<file path="src/rtl/cmac_op_sequencer.sv">
// CMAC per-layer operation sequencer.
// Arms on reg2dp_op_en and tracks shadow weight loads per MAC cell. Issues the
// shadow->active swap at each stripe start and counts stripes. After layer end it
// waits for the MAC pipeline to drain, then pulses dp2reg_done.
module cmac_op_sequencer #(
  parameter int unsigned ATOMK_HALF = 8,
  parameter int unsigned PIPE_LAT   = 7,
  parameter int unsigned STRIPE_W   = 16
) (
  input  logic                  nvdla_core_clk,
  input  logic                  nvdla_core_rst,
  input  logic                  reg2dp_op_en,
  input  logic                  sc2mac_dat_pvld,
  input  logic [8:0]            sc2mac_dat_pd,
  input  logic                  sc2mac_wt_pvld,
  input  logic [ATOMK_HALF-1:0] sc2mac_wt_sel,
  output logic                  cfg_reg_en,
  output logic                  wt_swap,
  output logic [ATOMK_HALF-1:0] wt_swap_mask,
  output logic [STRIPE_W-1:0]   stripe_cnt,
  output logic                  busy,
  output logic                  dp2reg_done,
  output logic                  err_wt_partial,
  output logic                  err_dat_drain
);

  localparam int unsigned DRAIN_W = $clog2(PIPE_LAT + 1);

  typedef enum logic [1:0] {StIdle, StRun, StDrain, StDone} state_e;

  state_e                r_state;
  logic [DRAIN_W-1:0]    r_drain_cnt;
  logic [ATOMK_HALF-1:0] r_shadow_mask;
  logic                  r_cfg_reg_en;
  logic                  r_wt_swap;
  logic [ATOMK_HALF-1:0] r_wt_swap_mask;
  logic [STRIPE_W-1:0]   r_stripe_cnt;
  logic                  r_busy;
  logic                  r_done;
  logic                  r_err_wt_partial;
  logic                  r_err_dat_drain;

  logic w_stripe_st;
  logic w_stripe_end;
  logic w_layer_end;
  logic w_swap;
  logic w_partial;
  logic w_unused_pd;

  // Beat flag decode; bits [4:0] and channel_end carry no sequencing meaning here.
  assign w_stripe_st  = sc2mac_dat_pvld & sc2mac_dat_pd[5];
  assign w_stripe_end = sc2mac_dat_pvld & sc2mac_dat_pd[6];
  assign w_layer_end  = sc2mac_dat_pvld & sc2mac_dat_pd[8];
  assign w_swap       = w_stripe_st & (|r_shadow_mask);
  assign w_partial    = (|r_shadow_mask) & ~(&r_shadow_mask);
  assign w_unused_pd  = ^{sc2mac_dat_pd[4:0], sc2mac_dat_pd[7]};

  // Layer FSM with all outputs registered.
  always_ff @(posedge nvdla_core_clk or posedge nvdla_core_rst) begin
    if (nvdla_core_rst) begin
      r_state          <= StIdle;
      r_drain_cnt      <= '0;
      r_shadow_mask    <= '0;
      r_cfg_reg_en     <= 1'b0;
      r_wt_swap        <= 1'b0;
      r_wt_swap_mask   <= '0;
      r_stripe_cnt     <= '0;
      r_busy           <= 1'b0;
      r_done           <= 1'b0;
      r_err_wt_partial <= 1'b0;
      r_err_dat_drain  <= 1'b0;
    end else begin
      r_cfg_reg_en   <= 1'b0;
      r_wt_swap      <= 1'b0;
      r_wt_swap_mask <= '0;
      r_done         <= 1'b0;
      unique case (r_state)
        StIdle: begin
          if (reg2dp_op_en) begin
            r_state          <= StRun;
            r_cfg_reg_en     <= 1'b1;
            r_busy           <= 1'b1;
            r_shadow_mask    <= '0;
            r_stripe_cnt     <= '0;
            r_err_wt_partial <= 1'b0;
            r_err_dat_drain  <= 1'b0;
          end
        end
        StRun: begin
          if (!reg2dp_op_en && !w_layer_end) begin
            // Abort: drop any half-loaded shadow, keep count and error history.
            r_state       <= StIdle;
            r_busy        <= 1'b0;
            r_shadow_mask <= '0;
          end else begin
            if (w_swap) begin
              r_wt_swap      <= 1'b1;
              r_wt_swap_mask <= r_shadow_mask;
              // A same-cycle weight beat belongs to the next stripe's shadow.
              r_shadow_mask  <= sc2mac_wt_pvld ? sc2mac_wt_sel : '0;
              if (w_partial) r_err_wt_partial <= 1'b1;
            end else if (sc2mac_wt_pvld) begin
              r_shadow_mask <= r_shadow_mask | sc2mac_wt_sel;
            end
            if (w_stripe_end) r_stripe_cnt <= r_stripe_cnt + 1'b1;
            if (w_layer_end) begin
              r_state     <= StDrain;
              r_drain_cnt <= DRAIN_W'(PIPE_LAT);
            end
          end
        end
        StDrain: begin
          if (sc2mac_dat_pvld) r_err_dat_drain <= 1'b1;
          if (sc2mac_wt_pvld) r_shadow_mask <= r_shadow_mask | sc2mac_wt_sel;
          r_drain_cnt <= r_drain_cnt - 1'b1;
          if (r_drain_cnt == DRAIN_W'(1)) begin
            r_state <= StDone;
            r_done  <= 1'b1;
          end
        end
        StDone: begin
          if (sc2mac_dat_pvld) r_err_dat_drain <= 1'b1;
          if (sc2mac_wt_pvld) r_shadow_mask <= r_shadow_mask | sc2mac_wt_sel;
          r_state <= StIdle;
          r_busy  <= 1'b0;
        end
        default: r_state <= StIdle;
      endcase
    end
  end

  assign cfg_reg_en     = r_cfg_reg_en;
  assign wt_swap        = r_wt_swap;
  assign wt_swap_mask   = r_wt_swap_mask;
  assign stripe_cnt     = r_stripe_cnt;
  assign busy           = r_busy;
  assign dp2reg_done    = r_done;
  assign err_wt_partial = r_err_wt_partial;
  assign err_dat_drain  = r_err_dat_drain;

endmodule

</file>
<file path="config.mk">
export PLATFORM = sky130hd
export DESIGN_NAME = cmac_op_sequencer
export DESIGN_NICKNAME = d
export VERILOG_FILES = /design/src/rtl/cmac_op_sequencer.sv
export SDC_FILE = /design/constraint.sdc
export NUM_CORES = 1
export LEC_CHECK = 0
export CORE_AREA = 2 2 68 70
export DETAILED_ROUTE_END_ITERATION = 16
export DIE_AREA = 0 0 70 72
export PLACE_DENSITY_LB_ADDON = 0.05
export SYNTH_ARGS = -nofsm -noshare
export SYNTH_HDL_FRONTEND = slang
export SYNTH_SLANG_ARGS = --single-unit
</file>
<file path="constraint.sdc">
create_clock -name nvdla_core_clk -period 2.41 [get_ports nvdla_core_clk]
set_input_delay 0.482 -clock nvdla_core_clk [delete_from_list [all_inputs] [get_ports nvdla_core_clk]]
set_output_delay 0.482 -clock nvdla_core_clk [all_outputs]
set_load 0.01 [all_outputs]
</file>
==> impl_results.md, run 1 <==
* Fin crit period at 2.20 ns
* Yosys warns at 0
* Mean Syn Cell Area at 10.1 sq um
* DR top layer: met4
* Crit path required time at between 2 and 3 ns
* Syn-to-layout area delta at 35.9%
* H-tree levels at 2
* Post-synthesis async set-or-reset flop share at 1.00
* Clk_lat worst skew at 0.29 ns
* Clk sinks at 43
* Multi-input logic area at 848 sq um
* TritonCTS Buffers at 5
* Cts hold-fix bufs at 0
* Post-synth EDFFs at 0
* Routed wire length at 4530 microns
* Cell internal pwr at 1.40 mW
* I/O pin count at 52
* CP endpoint: stripe_cnt[15]
* Placed insts at 302
* # rows at 24
* Synthesized area at 0.00199 sq mm
* Power share of the combinational group at 0.264
* GRT Total Usage at 0.188
* Crit start category: input pin
* Reg clk slew, reported paths at 0.08 ns
* CTS max path bufs at 2
* Vias at 1,713
* RSZ-0062 raised after global routing: no
* Fill cells at 343
* Fmax at 0.454 GHz
* WL met3 at approximately 150 microns
* CTS tree: yes
* Flop pwr share at 0.458
* Post-DP HPWL at roughly 3200 microns
* Antenna Violating Nets Remaining at 0
* Crit end category: register
* Leading area contributor after synthesis: dfrtp_1
* Gpl congestion at 0.808
* Leakage at 1.22 nW
* Worst reg2reg startpoint: r_state[0]
* Clk pwr share at 0.278
* Synth Flop Type: dfrtp_1
* P per Cell Area at about 750 mW/mm^2
* Overflow after GRT at 0
* Most frequent CP cell: or4_1
* Wire length per cell at 14.6 microns
* Net count, final at 282
* Worst r2r dst: stripe_cnt[15]
* DRC violations left at 0
* Post-CTS resize count at 0
* First-pass GRT wire length at between 7000 and 8000 microns
* Max Slew Vio Count at 0
* Synth cell count leaders: 43 x dfrtp_1, 24 x nand2_1, 14 x o21ai_0
* Root buffer cell: clkbuf_8
* CP max-delay cell: or4_1
* Cell Count, Final, Fillers Out at a little over 300
* DIE HEIGHT at 72 microns
* Largest net degree at the start of global routing at 44
* Synth top area share at 0.541
* I/O Buffers at 45
* Cells taking the most area after synthesis: dfrtp_1 54%, nand2_1 4.5%, a22o_1 4.0%, o21ai_0 3.5%, a21oi_1 2.8%
* Clock skew at roughly 0.010 ns
* R2R Setup Slk at 0.47 ns
* Syn Inst Count at 197
* Initial antenna violation count at 0
* DIE AREA at 0.00504 sq mm
* Syn Nets at 222
* Seq/Total Area, Yosys at 0.541
* Initial Util at 0.466
* Distinct cells, synth at 39
* Critical path arrival at 2.42 ns
* Slowest Stage Delay on Critical Path at about 0.64 ns
* Outcome: finished, final reports clean
* DR vias/cell at between 5 and 6
* Drt first pass iters at 4
* Synth Register Bits at between 40 and 50
* Met1 WL at between 2000 and 2500 microns
* Max IR drop VDD at 0.382 mV
* Worst Path Max Fanout at 8
* Antenna fix cells at 0
* Tcrit/Tclk final at 0.913
* Vias in the first global route at 1,637
* Worst Tran Pin Value at 0.598 ns
* Most common cell in the netlist: dfrtp_1
* Layout cells sized above 1 at 0.116
* Worst R2R Path Depth at 4
* Final setup fails at 0
* Kind of critical path: input pin to register
* Hold Fails Final Rpt at 0
* Post-CTS Setup Bufs at 0
* Sw Share at 0.310
* Chip Width at about 70 microns
* Core footprint at 0.00426 sq mm
* Max cap viols at 0
* CP cell instances: clkdlybuf4s50_1 > a21boi_4 > or4_1 > or4_1 > a21oi_1
* Register Area at 0.00108 sq mm
* Routed wl met2 at 2330 microns
* Net Switching at approximately 0.63 mW
* CP startpoint: sc2mac_dat_pd[6]
* Final core area utilization at 0.634
* Slew margin rel. at 0.600
* Type of the worst min-delay path: register to register
* DRT iter0 DRCs at between 60 and 70
sequential cells by signal (all words and copies together), names as in the netlist, named ones only:
name and count:
r_shadow_mask 8, wt_swap 1, r_drain_cnt 3, err_dat_drain 1, err_wt_partial 1, r_state 1, busy 1, wt_swap_mask 8
stripe_cnt 16, dp2reg_done 1, cfg_reg_en 1
worst max-delay path, delay by kind of cell:
family	cells	cell delay (ns)
buf+inv	1	0.54
compound gates	2	0.23
simple gates	2	1.16
layout by cell type (no fill, tap or decap), types with 2 or more instances in the layout:
cell type | Yosys | routed
a31oi_1 | 3 | 3
a22o_1 | 9 | 9
a31o_2 | 2 | 2
and2_1 | 8 | 8
nor4_1 | 6 | 6
ha_1 | 3 | 3
nand2_1 | 24 | 24
clkbuf_8 | 0 | 5
xnor2_1 | 3 | 3
buf_4 | 0 | 16
or3_1 | 4 | 4
o21ai_0 | 14 | 14
or4_1 | 5 | 5
nand3_1 | 5 | 5
nor2_1 | 11 | 11
inv_1 | 8 | 8
nand2b_1 | 3 | 3
o31ai_1 | 2 | 2
a21oi_1 | 11 | 11
and3_1 | 3 | 3
dfrtp_1 | 43 | 43
o211ai_1 | 2 | 2
clkdlybuf4s50_1 | 0 | 45
nand4_1 | 4 | 4
power groups by stage:
stage / Combinational (mW) / Clock, mW / Sequential (mW)
after floorplan: 0.279 / 0 / 0.940
after global placement: 0.520 / 0 / 0.936
after detailed placement: 0.538 / 0 / 0.941
after CTS: 0.540 / 0.582 / 0.929
after global routing: 0.593 / 0.609 / 0.946
final: 0.535 / 0.565 / 0.929
cells by family after synthesis:
group	count (synthesis)	synth area share
AND/OR/NAND/NOR	80	0.212
XOR/XNOR	3	0.0132
buffers and inverters	16	0.0321
multiplexers	1	0.00503
AO/OA/AOI/OAI	51	0.177
flip-flops	43	0.541
adder cells (fa/ha/maj)	3	0.0189
worst min path at each step:
stage          slack (ns)  depth (start not counted)      startpoint             end
4_1_cts              0.49                          2  err_wt_partial  err_wt_partial
2_1_floorplan        0.47                          1  r_drain_cnt[2]     dp2reg_done
6_report             0.49                          2  err_wt_partial  err_wt_partial
3_3_place_gp         0.46                          2  err_wt_partial  err_wt_partial
3_5_place_dp         0.47                          2  err_wt_partial  err_wt_partial
5_1_grt              0.51                          2  err_wt_partial  err_wt_partial
through the flow:
stage / worst slack (ns) / total power, mW / instance area, sq um / setup TNS (ns) / hold slack, ns
after detailed placement: -0.0939 / 1.48 / 2590 / -0.0939 / 0.469
after global routing: 0.113 / 2.15 / 2700 / 0 / 0.513
after CTS: 0.214 / 2.05 / 2700 / 0 / 0.491
after floorplan: 0.391 / 1.22 / 1990 / 0 / 0.469
after global placement: -0.0500 / 1.46 / 2590 / -0.0500 / 0.461
final: 0.209 / 2.03 / 2700 / 0 / 0.486
area by class of cell:
class                   count  area share
clock inverters             3      0.0162
flip-flops and latches     43       0.398
repair buffers             61       0.211
clock buffers               5      0.0255
multi-input cells         138       0.314
inverters                   8      0.0111
well taps                  52      0.0241
layer usage:
layer / GRT usage / up-vias
met5: 0 / -
met4: 0.0449 / 0
met3: 0.0444 / 2
met2: 0.337 / 37
met1: 0.233 / 837
li1: - / 837
Power figures use the tool's default switching activity.
==> run 2, diff against run 1 <==
CORE_AREA = 2 2 61 77   (was 2 2 68 70)
DIE_AREA = 0 0 63 79   (was 0 0 70 72)
==> run 2 against run 1 <==
Against the previous run: combinational power down 1%; sequential cell count unchanged; die area down 1.3%; register-to-register slack worse by 0.13 ns; global-route usage up 0.62 points; hold slack better by 0.015 ns; clock power down 21%; utilization down 1.0 points; via count up 1.6%; routed wire length down 1.3%; cell area down 1.0%; non-clock buffer count down 1; largest cell class unchanged.
==> impl_results.md, run 2 (synthesized netlist as in run 1, its figures left out) <==
* Outcome: finished, final reports clean (unchanged)
* Crit path required time at 2.64 ns (was 2.63 ns)
* Cell area after layout at 0.00268 sq mm (was 0.00270 sq mm)
* Crit end category: register (unchanged)
* I/O pin count at 52 (unchanged)
* # rows at 27 (was 24)
* Chip Width at 63 microns (was 70 microns)
* Tcrit/Tclk final at 0.910 (was 0.913)
* Fmax at 0.456 GHz (was 0.454 GHz)
* Worst Path Max Fanout at 8 (unchanged)
* Wire length per cell at 14.2 microns (was 14.6 microns)
* Gpl congestion at 0.828 (was 0.808)
* Post-CTS Setup Bufs at 0 (unchanged)
* CP cell instances: clkdlybuf4s50_1 > a21boi_4 > or4_1 > or4_1 > a21oi_1 (unchanged)
* DRC violations left at 0 (unchanged)
* Routed wire length at 4470 microns (was 4530 microns)
* Initial antenna violation count at 0 (unchanged)
* Root buffer cell: clkbuf_8 (unchanged)
* Antenna Violating Nets Remaining at 0 (unchanged)
* Layout cells sized above 1 at 0.109 (was 0.116)
* Register Area at 0.00108 sq mm (unchanged)
* RSZ-0062 raised after global routing: no (unchanged)
* Drt first pass iters at 4 (unchanged)
* Initial Util at 0.463 (was 0.466)
* Area of placed instances at 0.00259 sq mm (unchanged)
* Multi-input logic area at 848 sq um (unchanged)
* DIE AREA at 0.00498 sq mm (was 0.00504 sq mm)
* First-pass GRT wire length at 7690 microns (was 7630 microns)
* PnR Total Power at 1.91 mW (was 2.03 mW)
* Placed insts at 307 (was 302)
* CP max-delay cell: or4_1 (unchanged)
* Leakage at 1.20 nW (was 1.22 nW)
* Fill cells at 383 (was 343)
* Net count, final at 281 (was 282)
* Clock skew at 0.00687 ns (was 0.0105 ns)
* DRT iter0 DRCs at 127 (was 68)
* Largest net degree at the start of global routing at 44 (unchanged)
* DR vias/cell at 5.53 (about the same)
* Post-DP HPWL at 3330 microns (was 3240 microns)
* Commonest non-fill, non-tap cells in the layout: 45 x clkdlybuf4s50_1, 43 x dfrtp_1, 24 x nand2_1 (unchanged)
* Max Slew Vio Count at 0 (unchanged)
* Max IR drop VDD at 0.438 mV (was 0.382 mV)
* Commonest non-fill, non-tap cell in the layout: clkdlybuf4s50_1 (unchanged)
* Worst Tran Pin Value at 0.652 ns (was 0.598 ns)
* P per Cell Area at 714 mW/mm^2 (was 751 mW/mm^2)
* Clk sinks at 43 (unchanged)
* Antenna fix cells at 0 (unchanged)
* Hold slack at 0.501 ns (was 0.486 ns)
* Clk_lat worst skew at 0.30 ns (was 0.29 ns)
* Syn-to-layout area delta at 34.6% (was 35.9%)
* Vias in the first global route at 1,769 (was 1,637)
* Reg clk slew, reported paths at 0.08 ns (about the same)
* I/O Buffers at 45 (unchanged)
* DIE HEIGHT at 79 microns (was 72 microns)
* Max cap viols at 0 (unchanged)
* Vias at 1,741 (was 1,713)
* GRT Total Usage at 0.195 (was 0.188)
* Overflow after GRT at 0 (unchanged)
* Hold Fails Final Rpt at 0 (unchanged)
* Kind of critical path: input pin to register (unchanged)
* CTS tree: yes (unchanged)
* H-tree levels at 2 (unchanged)
* Most frequent CP cell: or4_1 (unchanged)
* Critical path arrival at 2.42 ns (about the same)
* Core footprint at 0.00429 sq mm (was 0.00426 sq mm)
* Slowest Stage Delay on Critical Path at 0.65 ns (was 0.64 ns)
* CTS max path bufs at 2 (unchanged)
* Cts hold-fix bufs at 0 (unchanged)
* Fin crit period at 2.19 ns (was 2.20 ns)
* TritonCTS Buffers at 5 (unchanged)
* Post-CTS resize count at 0 (unchanged)
* Largest register FFs at 16 (unchanged)
* Crit start category: input pin (unchanged)
* Cell Count, Final, Fillers Out at 315 (was 310)
* Type of the worst min-delay path: register to register (unchanged)
* Final setup fails at 0 (unchanged)
* Final core area utilization at 0.624 (was 0.634)
* Slew margin rel. at 0.565 (was 0.600)
-- run 2: cell count changes in the layout (fill, tap and decap cells not counted), sizes merged --
cell      change
clkinvlp      +1
bufinv        -1
clkinv        -1
clkbuf        +1
buf           -1
-- run 2: layer usage --
layer | vias to the layer above | GRT usage | share of wire
met3 | 5 | 0.0368 | 0.045
met2 | 52 | 0.371 | 0.54
li1 | 827 | - | -
met1 | 857 | 0.208 | 0.40
met5 | - | 0 | 0
met4 | 0 | 0.0800 | 0.015
-- run 2: area by class of cell --
cell class | count | share of cell area
multi-input cells | 138 | 0.317
repair buffers | 60 | 0.210
well taps | 58 | 0.0271
clock buffers | 6 | 0.0271
clock inverters | 2 | 0.00468
inverters | 8 | 0.0112
flip-flops and latches | 43 | 0.402
-- run 2: through the flow --
stage | setup WS (ns) | TNS [ns]
after floorplan | 0.391 | 0
after global placement | -0.0704 | -0.0704
after detailed placement | -0.108 | -0.108
after CTS | 0.202 | 0
after global routing | 0.140 | 0
final | 0.218 | 0
-- run 2: critical path: cells and delay by family --
kind | cells | cell delay (ns)
and+or+nand+nor | 2 | 1.16
buffers and inverters | 1 | 0.54
AOI/OAI and AO/OA | 2 | 0.23
-- run 2: final timing paths --
path / startpoint / endpoint / slack (ns) / cells after the start
hold / removal: err_wt_partial / err_wt_partial / 0.50 / 2
setup reg to reg: r_state[0] / stripe_cnt[15] / 0.34 / 4
setup / recovery: sc2mac_dat_pd[6] / stripe_cnt[15] / 0.22 / 5
hold reg to reg: err_wt_partial / err_wt_partial / 0.50 / 2
max in group asynchronous: nvdla_core_rst / stripe_cnt[1] / 1.43 / 3
min in group asynchronous: nvdla_core_rst / stripe_cnt[14] / 0.62 / 3
-- run 2: power breakdown --
group | internal (mW) | switching, mW
Clock | 0.203 | 0.244
Combinational | 0.263 | 0.264
Sequential | 0.827 | 0.110
==> RTL edit 1: new RTL, config.mk and constraints of run 1 <==
Register the input `sc2mac_dat_pd` before use. The logic sees it one clock later. The other inputs are not delayed to match.
--- a/src/rtl/cmac_op_sequencer.sv
+++ b/src/rtl/cmac_op_sequencer.sv
@@ -30,2 +30,8 @@
 
+  logic [8:0] sc2mac_dat_pd_q;
+
+  always_ff @(posedge nvdla_core_clk) begin
+    sc2mac_dat_pd_q <= sc2mac_dat_pd;
+  end
+
   state_e                r_state;
@@ -50,8 +56,8 @@
   // Beat flag decode; bits [4:0] and channel_end carry no sequencing meaning here.
-  assign w_stripe_st  = sc2mac_dat_pvld & sc2mac_dat_pd[5];
-  assign w_stripe_end = sc2mac_dat_pvld & sc2mac_dat_pd[6];
-  assign w_layer_end  = sc2mac_dat_pvld & sc2mac_dat_pd[8];
+  assign w_stripe_st  = sc2mac_dat_pvld & sc2mac_dat_pd_q[5];
+  assign w_stripe_end = sc2mac_dat_pvld & sc2mac_dat_pd_q[6];
+  assign w_layer_end  = sc2mac_dat_pvld & sc2mac_dat_pd_q[8];
   assign w_swap       = w_stripe_st & (|r_shadow_mask);
   assign w_partial    = (|r_shadow_mask) & ~(&r_shadow_mask);
-  assign w_unused_pd  = ^{sc2mac_dat_pd[4:0], sc2mac_dat_pd[7]};
+  assign w_unused_pd  = ^{sc2mac_dat_pd_q[4:0], sc2mac_dat_pd_q[7]};
 
Check against the original RTL: not equivalent (Yosys sat finds a counterexample within 4 cycles, from zero or initial values and one cycle with nvdla_core_rst high).
==> RTL edit 1 against run 1 <==
Global-route usage up 0.36 points. Design area down 1.2%. Core utilization down 0.79 points. Synthesized cell count down 5.1%. Worst hold slack better by 0.0060 ns. First-iteration DRC count up 37%. Critical path type unchanged. Sequential cell count up 3. Wire length down 2.7%. Die area unchanged. Fmax up 9.5%. Setup slack better by 0.19 ns. Sequential power up 2.4%. Total power about the same. Critical endpoint is now r_shadow_mask[7]$_DFFE_PP0N_. Synthesized area up 1.4%.
==> RTL edit 1: results (changes against run 1) <==
| Metric | Value |
|---|---|
| Status | `completed (unchanged)` |
| Netlist Area Pre-Place | `2020 µm² (was 1990 µm²)` |
| Final WL | `4400 µm (was 4530 µm)` |
| Dpl ws | `0.106 ns (was -0.0939 ns)` |
| Comb pwr share | `18.8% (was 26.4%)` |
| Drt initial violations | `93 (was 68)` |
| CTS Root Cell | `clkbuf_8 (unchanged)` |
| Critical-path maximum fanout | `8 (unchanged)` |
| Fillers | `339 (was 343)` |
| First-pass GRT wire length | `7580 µm (was 7630 µm)` |
| PortBufs | `45 (unchanged)` |
| Async S/R FF share, synth | `93.5% (was 100%)` |
| Clk_skew | `0.00431 ns (was 0.0105 ns)` |
| Hold Crit Start | `err_wt_partial$_DFFE_PP0P_ (unchanged)` |
| Top cells by area, synth | `dfrtp_1 (53%), a22o_1 (3.9%), nand2_1 (3.9%), dfxtp_1 (3.0%), and2_1 (2.8%) (was dfrtp_1 (54%), nand2_1 (4.5%), a22o_1 (4.0%), o21ai_0 (3.5%), a21oi_1 (2.8%))` |
| P_clk | `697 µW (was 565 µW)` |
| VDD IR-drop max | `0.481 mV (was 0.382 mV)` |
| CTS Buffer Depth | `2 (unchanged)` |
| Critical R2R Launch | `r_shadow_mask[0]$_DFFE_PP0N_ (was r_state[0]$_DFFE_PP0P_)` |
| Worst hold path cell count | `2 (unchanged)` |
| Slowest library cell on the worst path | `clkdlybuf4s50_1 (was or4_1)` |
| Worst reg2reg setup slack | `0.51 ns (was 0.47 ns)` |
| Post-cts gate resize count | `0 (unchanged)` |
| Post-synth cell types | `40 (was 39)` |
| Worst reg2reg path endpoint | `r_shadow_mask[7]$_DFFE_PP0N_ (was stripe_cnt[15]$_DFFE_PP0P_)` |
| HP Class | `flip-flop to flip-flop (unchanged)` |
| Clk slew on worst S/H paths | `0.08 ns (about the same)` |
| Primary FF master, synth | `dfrtp_1 (unchanged)` |
| GRT Util Overall | `19.2% (was 18.8%)` |
| Dpl hpwl | `3080 µm (was 3240 µm)` |
| Via count | `1629 (was 1713)` |
| Sequential element share of the synthesized area | `56.3% (was 54.1%)` |
| Routed len/inst | `15.2 µm (was 14.6 µm)` |
| P_leak | `1.22 nW (about the same)` |
| Slew @ Worst Pin | `0.651 ns (was 0.598 ns)` |
| Pint | `1.48 mW (was 1.40 mW)` |
| Post-CTS Setup Repair Bufs | `0 (unchanged)` |
| NumNets Final | `261 (was 282)` |
| Gpl congestion | `0.735 (was 0.808)` |
| Post-Synthesis Cells | `187 (was 197)` |
| Syn_nets | `212 (was 222)` |
| Fraction of layout cells with a size suffix above 1 | `7.59% (was 11.6%)` |
| Most instantiated cells after synthesis | `dfrtp_1 (43), nand2_1 (21), nor2_1 (14), a22o_1 (9), and2_1 (9) (was dfrtp_1 (43), nand2_1 (24), o21ai_0 (14), a21oi_1 (11), nor2_1 (11))` |
| CP arrival | `2.25 ns (was 2.42 ns)` |
| Dpl cells | `281 (was 302)` |
## RTL edit 1: changes by cell type after synthesis, moves of 4 or more
cell / change
or3_1: -4
or4_1: -5
a31o_1: +5
o21ai_0: -9
clkbuf_1: -4
## RTL edit 1: area by class of cell
| type | count | area, µm² | share of cell area (%) |
|---|---|---|---|
| Clock buffer | 6 | 82.6 | 3.09 |
| Timing Repair Buffer | 49 | 480 | 18.0 |
| Inverter | 7 | 26.3 | 0.985 |
| Clock inverter | 2 | 60.1 | 2.25 |
| Multi-Input combinational cell | 127 | 818 | 30.7 |
| Sequential cell | 46 | 1140 | 42.6 |
| Tap cell | 52 | 65.1 | 2.44 |
## RTL edit 1: critical path: cells and delay by family
kind | cells | cell delay, ns
AO/OA/AOI/OAI | 3 | 0.93
buffers and inverters | 1 | 0.63
AND/OR/NAND/NOR | 1 | 0.20
## RTL edit 1: cell families after synthesis
logic type	share of synthesized area, %
simple gates	18.7
compound gates	17.2
flops	56.3
buf+inv	3.10
xor+xnor	1.30
mux	1.49
fa+ha+maj	1.86
## RTL edit 1: per-layer routing
| layer | share of wire, % | global-route usage [%] | wire length (µm) | vias to the layer above |
|---|---|---|---|---|
| li1 | - | - | - | 778 |
| met1 | 43 | 23.7 | 1900 | 793 |
| met2 | 50 | 33.1 | 2220 | 53 |
| met3 | 5.2 | 4.17 | 230 | 5 |
| met4 | 1.1 | 7.69 | 49 | 0 |
| met5 | 0 | 0 | 0 | - |
## RTL edit 1: worst max-delay path by stage
| stage | slack (ns) | start | cells after the start | to |
|---|---|---|---|---|
| floorplan | 0.87 | reg2dp_op_en | 6 | stripe_cnt[8]$_DFFE_PP0P_ |
| global placement | 0.18 | sc2mac_dat_pvld | 5 | r_shadow_mask[7]$_DFFE_PP0N_ |
| detailed placement | 0.11 | sc2mac_dat_pvld | 5 | r_shadow_mask[2]$_DFFE_PP0N_ |
| CTS | 0.41 | sc2mac_dat_pvld | 5 | r_shadow_mask[2]$_DFFE_PP0N_ |
| global route | 0.25 | sc2mac_dat_pvld | 5 | r_shadow_mask[2]$_DFFE_PP0N_ |
| finish | 0.40 | sc2mac_dat_pvld | 5 | r_shadow_mask[7]$_DFFE_PP0N_ |
## RTL edit 1: stage by stage
step / power [mW] / utilization, % / hold WS (ns) / cell area [µm²]
floorplan: 1.18 / - / 0.486 / 2020
global placement: 1.32 / 59.2 / 0.464 / 2530
detailed placement: 1.35 / 59.2 / 0.471 / 2530
CTS: 2.05 / 62.6 / 0.497 / 2670
global route: 2.15 / 62.6 / 0.521 / 2670
finish: 2.03 / 62.6 / 0.492 / 2670
==> RTL edit 2: new RTL, config.mk and constraints of run 1 <==
Made on the original files. Set the parameter `PIPE_LAT` to 8 (it was 7).
--- a/src/rtl/cmac_op_sequencer.sv
+++ b/src/rtl/cmac_op_sequencer.sv
@@ -6,3 +6,3 @@
   parameter int unsigned ATOMK_HALF = 8,
-  parameter int unsigned PIPE_LAT   = 7,
+  parameter int unsigned PIPE_LAT   = 8,
   parameter int unsigned STRIPE_W   = 16
Behaviour: not the same (a bounded check fails within 10 cycles, from zero or initial values and one cycle with nvdla_core_rst high).
==> RTL edit 2 against run 1 <==
Register-to-register slack worse by 0.11 ns. Synthesized area fell by 0.44%. Via count is 0.76% lower. Sequential cell count is 1 higher. Wire length decreased by 4.9%. Largest power group unchanged. Setup slack improved by 0.10 ns. Die area is the same. Total power decreased by 2.7%. Critical endpoint is now stripe_cnt[10]$_DFFE_PP0P_. Synthesized cell count decreased by 4.6%. Design area is 1.1% lower.
==> RTL edit 2: results (changes against run 1) <==
| Metric | Value |
|---|---|
| Worst reg2reg path endpoint | `stripe_cnt[10]$_DFFE_PP0P_ (was stripe_cnt[15]$_DFFE_PP0P_)` |
| Gpl congestion | `0.821 (was 0.808)` |
| GR Layer Usage met3 | `5.00% (was 4.44%)` |
| CP arrival | `2.33 ns (was 2.42 ns)` |
| DR WL met3 | `192 µm (was 149 µm)` |
| Clk_skew | `0.00828 ns (was 0.0105 ns)` |
| NumNets Final | `270 (was 282)` |
| Drt initial violations | `109 (was 68)` |
| Slew HR | `61.6% (was 60.0%)` |
| Status | `completed (unchanged)` |
| Dpl cell area | `2550 µm² (was 2590 µm²)` |
| Met2 routed WL | `2150 µm (was 2330 µm)` |
| Dpl cells | `290 (was 302)` |
| Vias per cell | `5.70 (was 5.53)` |
| VDD IR-drop max | `0.404 mV (was 0.382 mV)` |
| First-pass GRT wire length | `7360 µm (was 7630 µm)` |
| Met1 GRT Util | `21.6% (was 23.3%)` |
| Dpl hpwl | `3170 µm (was 3240 µm)` |
| Fraction of layout cells with a size suffix above 1 | `11.4% (was 11.6%)` |
| Top cells by area, synth | `dfrtp_1 (56%), a22o_1 (4.0%), a21oi_1 (3.3%), nand2_1 (2.7%), and2_1 (2.5%) (was dfrtp_1 (54%), nand2_1 (4.5%), a22o_1 (4.0%), o21ai_0 (3.5%), a21oi_1 (2.8%))` |
| M1 WL | `1850 µm (was 2020 µm)` |
| Layout Cells excl Fill | `298 (was 310)` |
| Fillers | `349 (was 343)` |
| Syn_nets | `213 (was 222)` |
| Most instantiated cells after synthesis | `dfrtp_1 (44), nand2_1 (14), a21oi_1 (13), nor2_1 (13) (was dfrtp_1 (43), nand2_1 (24), o21ai_0 (14), a21oi_1 (11), nor2_1 (11))` |
| Worst hold slack | `0.512 ns (was 0.486 ns)` |
| Critical-path maximum fanout | `6 (was 8)` |
RTL edit 2: cell type report:
cell class,instances,area [µm²],share of cell area [%]
multi-input combinational,130,822,30.8
timing repair buffer,56,533,19.9
sequential,44,1100,41.2
clock buffer,6,82.6,3.09
clock inverter,2,38.8,1.45
inverter,8,30.0,1.12
tap,52,65.1,2.43
RTL edit 2: how the worst max path moves through the flow:
stage | startpoint | cells past startpoint | slack, ns | to
6_report | sc2mac_dat_pd[8] | 5 | 0.31 | stripe_cnt[10]$_DFFE_PP0P_
5_1_grt | sc2mac_dat_pd[8] | 5 | 0.24 | stripe_cnt[10]$_DFFE_PP0P_
4_1_cts | sc2mac_dat_pd[8] | 5 | 0.33 | stripe_cnt[10]$_DFFE_PP0P_
3_5_place_dp | sc2mac_dat_pd[8] | 5 | -0.002 | stripe_cnt[10]$_DFFE_PP0P_
3_3_place_gp | sc2mac_dat_pd[8] | 5 | 0.06 | stripe_cnt[10]$_DFFE_PP0P_
2_1_floorplan | r_state[0]$_DFFE_PP0P_ | 7 | 0.59 | stripe_cnt[4]$_DFFE_PP0P_
RTL edit 2: logic make-up after synthesis:
group           synth area share, %
buf+inv                        2.84
simple gates                   20.0
mux                            1.01
fa+ha+maj                      1.90
xor+xnor                       1.33
flops                          55.6
compound gates                 17.3
RTL edit 2: power by group:
group	internal (mW)	switching, mW	total [mW]	leakage, nW
combinational	0.221	0.209	0.430	0.521
clock	0.339	0.257	0.596	0.0614
sequential	0.838	0.110	0.948	0.592
total	1.40	0.577	1.97	1.17
RTL edit 2: worst max-delay path: stages:
cell and delay, ns:
clkdlybuf4s50_1 0.50, a21oi_2 0.11, or4_4 0.54, or4_1 0.52
a21oi_1 0.18
